`src/rtl/fifo_uart_tx_if.sv`:
```
// Show-ahead FIFO read port: the FIFO supplies empty/fifo_data, the consumer returns pop.
interface fifo_uart_tx_if #(
  parameter int unsigned WIDTH = 32'd8
);
  logic             empty;
  logic [WIDTH-1:0] fifo_data;
  logic             pop;

  modport master (output pop, input empty, input fifo_data);
  modport slave  (input pop, output empty, output fifo_data);
endinterface

```
`src/rtl/fifo_uart_tx.sv`:
```
// Drains a show-ahead FIFO one word at a time and serializes each word as a UART frame:
// start bit, WIDTH data bits LSB-first, optional parity, then STOP_BITS stop bits.
module fifo_uart_tx #(
  parameter int unsigned WIDTH        = 32'd8,
  parameter int unsigned CLKS_PER_BIT = 32'd16,
  parameter int unsigned PARITY       = 32'd0,
  parameter int unsigned STOP_BITS    = 32'd1
) (
  input  logic                  rdclk,
  input  logic                  rdrst,
  input  logic                  enable,
  fifo_uart_tx_if.master        fifo,
  output logic                  txd,
  output logic                  busy
);

  localparam int unsigned BAUD_W = (CLKS_PER_BIT > 32'd1) ? $clog2(CLKS_PER_BIT) : 32'd1;
  localparam int unsigned BIT_W  = $clog2(WIDTH) + 32'd1;
  localparam logic [BAUD_W-1:0] BAUD_LAST = BAUD_W'(CLKS_PER_BIT - 32'd1);
  localparam logic [BIT_W-1:0]  BIT_LAST  = BIT_W'(WIDTH - 32'd1);
  localparam logic              STOP_LAST = 1'(STOP_BITS - 32'd1);

  typedef enum logic [2:0] {
    S_IDLE   = 3'd0,
    S_START  = 3'd1,
    S_DATA   = 3'd2,
    S_PARITY = 3'd3,
    S_STOP   = 3'd4
  } state_t;

  state_t            state_r;
  logic [WIDTH-1:0]  shift_r;
  logic [BAUD_W-1:0] baud_r;
  logic [BIT_W-1:0]  bit_r;
  logic              stop_r;
  logic              parity_r;
  logic [1:0]        guard_r;
  logic              txd_r;
  logic              busy_r;
  logic              guard_done_s;
  logic              baud_last_s;
  logic              pop_s;

  function automatic logic parity_of(input logic [WIDTH-1:0] d);
    logic p;
    case (PARITY)
      32'd1:   p = ^d;
      32'd2:   p = ~^d;
      default: p = 1'b0;
    endcase
    return p;
  endfunction

  assign guard_done_s = (guard_r == 2'd3);
  assign baud_last_s  = (baud_r == BAUD_LAST);
  // pop is combinational so the word is taken in the same IDLE cycle the FIFO shows it
  assign pop_s        = (state_r == S_IDLE) & enable & ~fifo.empty & guard_done_s;
  assign fifo.pop     = pop_s;
  assign txd          = txd_r;
  assign busy         = busy_r;

  // Frame sequencer: startup guard, baud/bit counting, shift register and registered line outputs
  always_ff @(posedge rdclk or negedge rdrst) begin
    if (!rdrst) begin
      state_r  <= S_IDLE;
      shift_r  <= '0;
      baud_r   <= '0;
      bit_r    <= '0;
      stop_r   <= 1'b0;
      parity_r <= 1'b0;
      guard_r  <= 2'd0;
      txd_r    <= 1'b1;
      busy_r   <= 1'b0;
    end else begin
      if (!guard_done_s) begin
        guard_r <= guard_r + 2'd1;
      end
      case (state_r)
        S_IDLE: begin
          if (pop_s) begin
            shift_r  <= fifo.fifo_data;
            parity_r <= parity_of(fifo.fifo_data);
            baud_r   <= '0;
            bit_r    <= '0;
            stop_r   <= 1'b0;
            state_r  <= S_START;
            txd_r    <= 1'b0;
            busy_r   <= 1'b1;
          end
        end
        S_START: begin
          if (baud_last_s) begin
            baud_r  <= '0;
            state_r <= S_DATA;
            txd_r   <= shift_r[0];
          end else begin
            baud_r <= baud_r + BAUD_W'(1);
          end
        end
        S_DATA: begin
          if (baud_last_s) begin
            baud_r <= '0;
            if (bit_r == BIT_LAST) begin
              if (PARITY != 32'd0) begin
                state_r <= S_PARITY;
                txd_r   <= parity_r;
              end else begin
                state_r <= S_STOP;
                txd_r   <= 1'b1;
              end
            end else begin
              // next bit is already at shift_r[1], so the line updates on the same edge as the shift
              bit_r   <= bit_r + BIT_W'(1);
              shift_r <= shift_r >> 1;
              txd_r   <= shift_r[1];
            end
          end else begin
            baud_r <= baud_r + BAUD_W'(1);
          end
        end
        S_PARITY: begin
          if (baud_last_s) begin
            baud_r  <= '0;
            state_r <= S_STOP;
            txd_r   <= 1'b1;
          end else begin
            baud_r <= baud_r + BAUD_W'(1);
          end
        end
        S_STOP: begin
          if (baud_last_s) begin
            baud_r <= '0;
            if (stop_r == STOP_LAST) begin
              stop_r  <= 1'b0;
              state_r <= S_IDLE;
              txd_r   <= 1'b1;
              busy_r  <= 1'b0;
            end else begin
              stop_r <= 1'b1;
            end
          end else begin
            baud_r <= baud_r + BAUD_W'(1);
          end
        end
        default: begin
          state_r <= S_IDLE;
          txd_r   <= 1'b1;
          busy_r  <= 1'b0;
        end
      endcase
    end
  end

endmodule

```
`src/flat_wrapper.sv`:
```
// flat-port wrapper written by rule: the top's interface ports become plain ports
module fifo_uart_tx_flat 
#(
  parameter int unsigned WIDTH        = 32'd8,
  parameter int unsigned CLKS_PER_BIT = 32'd16,
  parameter int unsigned PARITY       = 32'd0,
  parameter int unsigned STOP_BITS    = 32'd1
)
  (rdclk, rdrst, enable, txd, busy, fifo_pop, fifo_empty, fifo_fifo_data);
  fifo_uart_tx_if #(.WIDTH(WIDTH)) fifo_i ();
  input  logic rdclk;
  input  logic rdrst;
  input  logic enable;
  output logic txd;
  output logic busy;
  output wire logic [$bits(fifo_i.pop)-1:0] fifo_pop;
  input wire logic [$bits(fifo_i.empty)-1:0] fifo_empty;
  input wire logic [$bits(fifo_i.fifo_data)-1:0] fifo_fifo_data;
  assign fifo_pop = fifo_i.pop;
  assign fifo_i.empty = fifo_empty;
  assign fifo_i.fifo_data = fifo_fifo_data;
  fifo_uart_tx #(.WIDTH(WIDTH), .CLKS_PER_BIT(CLKS_PER_BIT), .PARITY(PARITY), .STOP_BITS(STOP_BITS)) u_core (.rdclk(rdclk), .rdrst(rdrst), .enable(enable), .fifo(fifo_i), .txd(txd), .busy(busy));
endmodule
```
`config.mk`:
```
export PLATFORM = sky130hd
export DESIGN_NAME = fifo_uart_tx_flat
export DESIGN_NICKNAME = d
export VERILOG_FILES = /design/src/rtl/fifo_uart_tx_if.sv /design/src/rtl/fifo_uart_tx.sv /design/src/flat_wrapper.sv
export SDC_FILE = /design/constraint.sdc
export NUM_CORES = 1
export LEC_CHECK = 0
export CAP_MARGIN = 30
export CORE_UTILIZATION = 50
export DETAILED_ROUTE_END_ITERATION = 6
export GPL_TIMING_DRIVEN = 1
export MAX_ROUTING_LAYER = met4
export PLACE_DENSITY = 0.69
export SYNTH_ARGS = -nofsm -noshare
export SYNTH_HDL_FRONTEND = slang
export SYNTH_SLANG_ARGS = --single-unit
```
`constraint.sdc`:
```
create_clock -name rdclk -period 2.4 [get_ports rdclk]
set_input_delay 0.72 -clock rdclk [delete_from_list [all_inputs] [get_ports rdclk]]
set_output_delay 0.72 -clock rdclk [all_outputs]
set_load 0.02 [all_outputs]
```
# == Word-level counts from Yosys, hierarchy flattened ==
# Cells that the tools add are included.
# totals
wordCells,76
output_inout_bits,3
input_bits,12
register_bits,24
# classes
reduce_logical,12
mux,33
n_eq_ne,15
bitwise,5
addsub,3
# ops
operator,n
$mux 8,3
$mux 3,7
$mux 4,4
$pmux 4 s2,2
$pmux 8 s2,1
$pmux 3 s5,1
$mux 1,12
$ne 2x1->1 const B,5
$add 4x1->4 const B,2
$reduce_and 4->1,2
$reduce_and 7->1,1
$eq 3x2->1 const B,2
$ne 2x2->1 const B,3
$reduce_and 6->1,1
$reduce_bool 2->1,3
$pmux 1 s5,1
$eq 4x3->1 const B,1
$eq 4x4->1 const B,1
$reduce_or 4->1,1
$and 1x1->1,3
$eq 3x1->1 const B,1
$eq 3x3->1 const B,1
$logic_not 3->1,1
$pmux 1 s3,1
7 further kinds,8

# == Longest topological paths before layout ==
# Gate-level depths: netlist (run 1).
# logic_depth
word_depth,6
mapped_depth,6
ltp_nobuf,5

# == Least setup slack after synthesis (run 1) ==
# No wires, ideal clock.
# synth_path
kind,reg-to-output
start,register u_core.state_r[2]
end,output fifo_pop
t_required_ns,1.680
arrival_ns,1.143
path_stages_with_launch,5
n_path_buf,2
slack_ns,0.537
path_cell_list,dfrtp_1 > buf_2 > or3_1 > buf_2 > nor2_4
# synth_between
elab_chain_len,4
# synth_lines
element,line,text
"start, declared",fifo_uart_tx.sv:31,state_t state_r;
"start signal, assigned",fifo_uart_tx.sv:65,state_r <= S_IDLE;
"start signal, assigned",fifo_uart_tx.sv:86,state_r <= S_START;
"start signal, assigned",fifo_uart_tx.sv:94,state_r <= S_DATA;
$logic_not 3->1,fifo_uart_tx.sv:57,assign pop_s = (state_r == S_IDLE) & enable & ~fifo.empty & guard_done_s;
$and 1x1->1 (3 in series),fifo_uart_tx.sv:57,
"end, declared",flat_wrapper.sv:16,output wire logic [$bits(fifo_i.pop)-1:0] fifo_pop;
# No other way between the ends.

# == Worst setup path in the final report (run 1) ==
# layout_path
start,input enable
end,output fifo_pop
# layout_between
elab_chain_len,3
# layout_lines
element,line,text
"start, declared",flat_wrapper.sv:13,input logic enable;
$and 1x1->1 (3 in series),fifo_uart_tx.sv:57,
# No other way between the ends.

==> results of run 1 <==
## placed cells by master (no fill, tap or decap), types with 2 or more instances in the layout
cell type,n
a21o_1,3
a21oi_1,4
a22o_1,2
and3_1,3
buf_4,8
clkbuf_4,3
clkdlybuf4s50_1,13
dfrtp_1,22
ha_1,3
inv_1,2
mux2_2,8
mux2_4,6
nand2_1,3
nand2b_1,2
nand3_1,4
nand4_1,2
nor2_1,7
o21a_1,2
o21ai_0,7
o22a_1,2
or3_1,2
## cells by family (layout without fill, tap and decap cells)
family | count (synthesis) | in the layout | synth area share
xor+xnor | 2 | 2 | 0.0142
compound gates | 26 | 26 | 0.144
flops | 23 | 23 | 0.467
mux | 15 | 15 | 0.154
fa+ha+maj | 3 | 3 | 0.0304
simple gates | 31 | 31 | 0.157
buf+inv | 7 | 28 | 0.0334
## per-layer routing
| metal | vias to the layer above | global-route usage | part of all wire |
|---|---|---|---|
| met5 | - | - | 0 |
| li1 | 432 | - | - |
| met1 | 421 | 0.270 | 0.50 |
| met4 | 0 | 0.0541 | 0.0094 |
| met3 | 4 | 0.0614 | 0.034 |
| met2 | 15 | 0.292 | 0.46 |
## registers in the layout, indices dropped and copies added, names as in the netlist
signal          flops
u_core.busy         1
u_core.txd          1
u_core.guard_r      2
u_core.state_r      3
u_core.bit_r        4
u_core.shift_r      8
u_core.baud_r       4
## layout make-up
class                           count  share of cell area
Multi-Input combinational cell     77               0.423
Sequential cell                    23               0.396
Timing Repair Buffer               22               0.134
Tap cell                           28              0.0240
Clock buffer                        4              0.0180
Inverter                            2             0.00515
## where the power goes
part           total [uW]  switching (uW)  internal (uW)
registers             653             111            542
logic                 615             277            338
clock network         179             114           65.0
total                1450             503            945
## path summary, 6_finish.rpt
kind                                    from                end  slack (ps)  cells past startpoint
setup / recovery                      enable           fifo_pop          70                      4
hold / removal             u_core.guard_r[0]  u_core.guard_r[0]         480                      1
setup reg to reg           u_core.state_r[2]  u_core.shift_r[5]         540                      5
hold reg to reg            u_core.guard_r[0]  u_core.guard_r[0]         480                      1
max in group asynchronous              rdrst         u_core.txd        1380                      2
min in group asynchronous              rdrst  u_core.state_r[0]         740                      2
## worst max-delay path, cell delays in order
cell             delay, ps
clkdlybuf4s50_1        510
nand3b_4               100
nor2_4                 120
buf_2                  170
## stage by stage
| stage | instance area, um^2 | power, uW | setup TNS, ps |
|---|---|---|---|
| after global placement | 1440 | 1260 | -368 |
| after CTS | 1460 | 1460 | 0 |
| after detailed placement | 1440 | 1280 | -387 |
| after floorplan | 1230 | 1100 | 0 |
| final | 1460 | 1450 | 0 |
| after global routing | 1460 | 1570 | 0 |
==> results.toml, run 1 <==
[status]
status = "finished clean"

[final_layout]
multi_input_area_um2 = 617
fill_cells = 190
final-instance-count-excl-fill = 156
syn_to_final_growth_pct = 18.0
nets = 144
seqCellArea_um2 = 577
layout-drive-gt1-share = 0.250
fin_util = 0.640
n_antenna_cell = 0

[drt]
drcViolationCount = 0
drtIter0Drc = 11
wl_mm = 2.24
drt_pass1_iterations = 4
dr_total_vias = 872
antenna_left = 0
wl_per_cell_um = 14.4
vias_per_cell = 5.59

[grt]
grt_pass1_vias = 826
grt_max_degree = 24
grtUsageTotal = 0.200
antenna_found_initial = 0
grt_remaining_overflow = 0
grt_pass1_wl_mm = 3.76

[logic_synthesis]
yosysSeqAreaShare = 0.467
syn-instance-count = 107
yosys-top-cells-count = "dfrtp_1 (22), mux2_2 (8), nor2_1 (7), o21ai_0 (7), mux2_4 (6)"
synthTopCellsByArea = "dfrtp_1 (45%), mux2_2 (7.3%), mux2_4 (7.3%)"
ys_warn_count = 0
synth.avg_cell_area_um2 = 11.5
synthFlopType = "dfrtp_1"
synth.top_cell.area_share = 0.446
synth.distinct_cells = 39
syn_area_mm2 = 0.00123
synth-seq-cells = 23
ys_async_sr_fraction = 1.00
yosysMostFrequentCell = "dfrtp_1"
synth-edff-count = 0
synth_top_area_cell = "dfrtp_1"
synth_nets = 122

[sta]
fin_worst_skew_ps = 6.77
fin_ws_ps = 66.9
hold_violations = 0
finalCritPeriodShare = 0.972
hold_ws_ps = 484
slew_headroom = 0.718
rsz0062_at_grt = "false"
drv_slew = 0
fmaxAchievable_mhz = 429
worst_pin_slew_ps = 422
setup_viol = 0
final.min_clock_period_ps = 2330

[min_path]
hp-class = "reg -> reg"

[clocking]
clock_sinks = 23
h-tree-depth = 1
post_cts_buffers = 0
cts_resized = 4
cts_tree = "built"
cts_buffer_depth = 2
path_clk_slew_ps = 120
root_buffer = "clkbuf_4"
cts_buffers = 3
insertion_delay_ps = 310
hold_buffers = 0

[placement]
dp_cells = 152
place_ws_ps = -387
dp_hpwl_mm = 1.65
port_buffers = 14
gp_congestion = 0.791

[floorplan]
num_rows = 17
dieArea_mm2 = 0.00267
die_y_um = 51.7
io_pins = 15
die_x_um = 51.7
initial_core_util = 0.543
core_area_mm2 = 0.00228

[setup_path]
cp.arrival_ps = 1610
crit_type = "in -> out"
critical_path_peak_fanout = 2
cp-end-kind = "output pin"
startpoint_type = "input port"
cp.required_ps = 1680

[power]
p_per_area_mw_per_mm2 = 993
p_leak_uw = 0.000667
ir_drop_uv = 659

[job]
cap_violations = 0
No activity file was read; power rests on OpenSTA's default activity.
==> run 2, diff against run 1 <==
==> constraint.sdc (replaced) <==
create_clock -name rdclk -period 2.75 [get_ports rdclk]
set_input_delay 0.825 -clock rdclk [delete_from_list [all_inputs] [get_ports rdclk]]
set_output_delay 0.825 -clock rdclk [all_outputs]
set_load 0.02 [all_outputs]
==> results.toml, run 2 (same netlist as run 1, synthesis figures left out) <==
[drt]
drtIter0Drc = 16
antenna_left = 0
dr_total_vias = 875
wl_per_cell_um = 14.4
drt_pass1_iterations = 4
drcViolationCount = 0
vias_per_cell = 5.68
wl_mm = 2.22

[sta]
fin_worst_skew_ps = 4.37
drv_slew = 0
rsz0062_at_grt = "false"
fmaxAchievable_mhz = 374
slew_headroom = 0.729
fin_ws_ps = 74.1
hold_violations = 0
finalCritPeriodShare = 0.973
setup_viol = 0
final.min_clock_period_ps = 2680
worst_pin_slew_ps = 407

[clocking]
cts_buffer_depth = 2
path_clk_slew_ps = 120
cts_buffers = 3
post_cts_buffers = 0
root_buffer = "clkbuf_4"
clock_sinks = 23
h-tree-depth = 1
insertion_delay_ps = 310
cts_tree = "built"

[grt]
grt_remaining_overflow = 0
grtUsageTotal = 0.205
grt_pass1_vias = 908
grt_pass1_wl_mm = 3.85
antenna_found_initial = 0
grt_max_degree = 24

[power]
p_leak_uw = 0.000660
ir_drop_uv = 622
p_per_area_mw_per_mm2 = 868

[final_layout]
layout-drive-gt1-share = 0.238
n_antenna_cell = 0
final_cell_mix = "dfrtp_1 (22), clkdlybuf4s50_1 (13), mux2_2 (8), nor2_1 (7), o21ai_0 (7)"
fill_cells = 182
seqCellArea_um2 = 577
stdcell_area_mm2 = 0.00145
reg.largest.list = "u_core.shift_r x8, u_core.baud_r x4, u_core.bit_r x4"
largest_register_ff_count = 8
regMostFlops = "u_core.shift_r"
syn_to_final_growth_pct = 17.3
multi_input_area_um2 = 617
mostFrequentLayoutCell = "dfrtp_1"
nets = 142

[placement]
port_buffers = 14
gp_congestion = 0.776
placed_area_mm2 = 0.00142
place_ws_ps = -242
dp_hpwl_mm = 1.62

[setup_path]
reg2reg_slack_ps = 920
cp-end-kind = "output pin"
critical-path-top-delay-family = "buffers and inverters"
critical_path_peak_fanout = 2
cp_slowest_stage_delay_ps = 500
crit_chain = "clkdlybuf4s50_1, nand3b_4, nor2_4, clkdlybuf4s15_1"
startpoint = "enable"
startpoint_type = "input port"
cp.required_ps = 1930
r2r_start = "u_core.state_r[2]"
slowest_stage = "clkdlybuf4s50_1"
r2r-end = "u_core.shift_r[2]"
crit_type = "in -> out"
cp.arrival_ps = 1850
worst-path-buf-inv = 2
reg2regPathDepth = 5

[status]
status = "finished clean"

[min_path]
hold_start = "u_core.guard_r[0]"
whs_endpoint = "u_core.guard_r[0]"
hold_depth = 1
hp-class = "reg -> reg"

[floorplan]
dieArea_mm2 = 0.00267
die_x_um = 51.7
core_area_mm2 = 0.00228
io_pins = 15
die_y_um = 51.7
initial_core_util = 0.543
num_rows = 17

[job]
cap_violations = 0
==> run 2: changes by cell type in the layout (fill, tap and decap cells not counted) <==
| cell | before | now |
|---|---|---|
| clkinv_2 | 0 | 1 |
| buf_2 | 1 | 0 |
| buf_4 | 8 | 6 |
| clkbuf_1 | 1 | 0 |
| clkdlybuf4s15_1 | 0 | 1 |
==> run 2: final cells by class <==
| type | instances | area share |
|---|---|---|
| inverters | 2 | 0.00518 |
| clock buffers | 3 | 0.0155 |
| clock inverters | 1 | 0.00345 |
| multi-input cells | 77 | 0.426 |
| well taps | 28 | 0.0242 |
| repair buffers | 20 | 0.128 |
| flip-flops and latches | 23 | 0.398 |
==> run 2: where the power goes <==
part | switching (uW) | internal (uW) | leakage (uW)
logic | 241 | 287 | 0.000368
registers | 98.8 | 473 | 0.000274
clock network | 104 | 54.5 | 0.0000177
==> run 2: worst register-to-register path: stages, from the launching register on <==
cell and delay (ps):
dfrtp_1 390, buf_4 160, nand2b_1 180, nor2_2 340, mux2_2 390, mux2_4 260
==> run 2: what timing repair did <==
action	CTS	global route
gates resized for setup	1	1
hold buffers	0	0
endpoints found under the setup margin	1	1
pin swaps	0	0
==> run 2: layer usage <==
metal,vias to the layer above,part of all wire,wire length (um),global-route usage
met5,-,0,0,-
met3,4,0.023,51,0.0351
met2,9,0.48,1060,0.329
met4,0,0.011,25,0.0676
li1,430,-,-,-
met1,432,0.49,1080,0.263
==> run 2: worst max-delay path by stage <==
| stage | cells past startpoint | end | slack (ps) |
|---|---|---|---|
| after floorplan | 2 | fifo_pop | 680 |
| after global placement | 4 | fifo_pop | -230 |
| after detailed placement | 4 | fifo_pop | -240 |
| after CTS | 4 | fifo_pop | 30 |
| after global routing | 4 | fifo_pop | 30 |
| final | 4 | fifo_pop | 70 |
==> run 2: stage by stage <==
step                      setup TNS [ps]   util  cells  hold WS, ps  total power [uW]
after CTS                              0  0.636    154          489              1270
after global routing                   0  0.637    154          518              1350
after floorplan                        0      -    107          444               964
after detailed placement            -242  0.625    150          468              1110
after global placement              -230  0.625    150          459              1080
final                                  0  0.637    154          486              1260
==> run 3, diff against run 2 <==
--- a/config.mk
+++ b/config.mk
@@ -11,6 +11,7 @@
 export GPL_TIMING_DRIVEN = 1
 export MAX_ROUTING_LAYER = met4
 export PLACE_DENSITY = 0.69
+export SLEW_MARGIN = 20
 export SYNTH_ARGS = -nofsm -noshare
 export SYNTH_HDL_FRONTEND = slang
 export SYNTH_SLANG_ARGS = --single-unit
==> results of run 3 <==
Same layout as run 2: the final DEF is identical, and so are final timing and power.
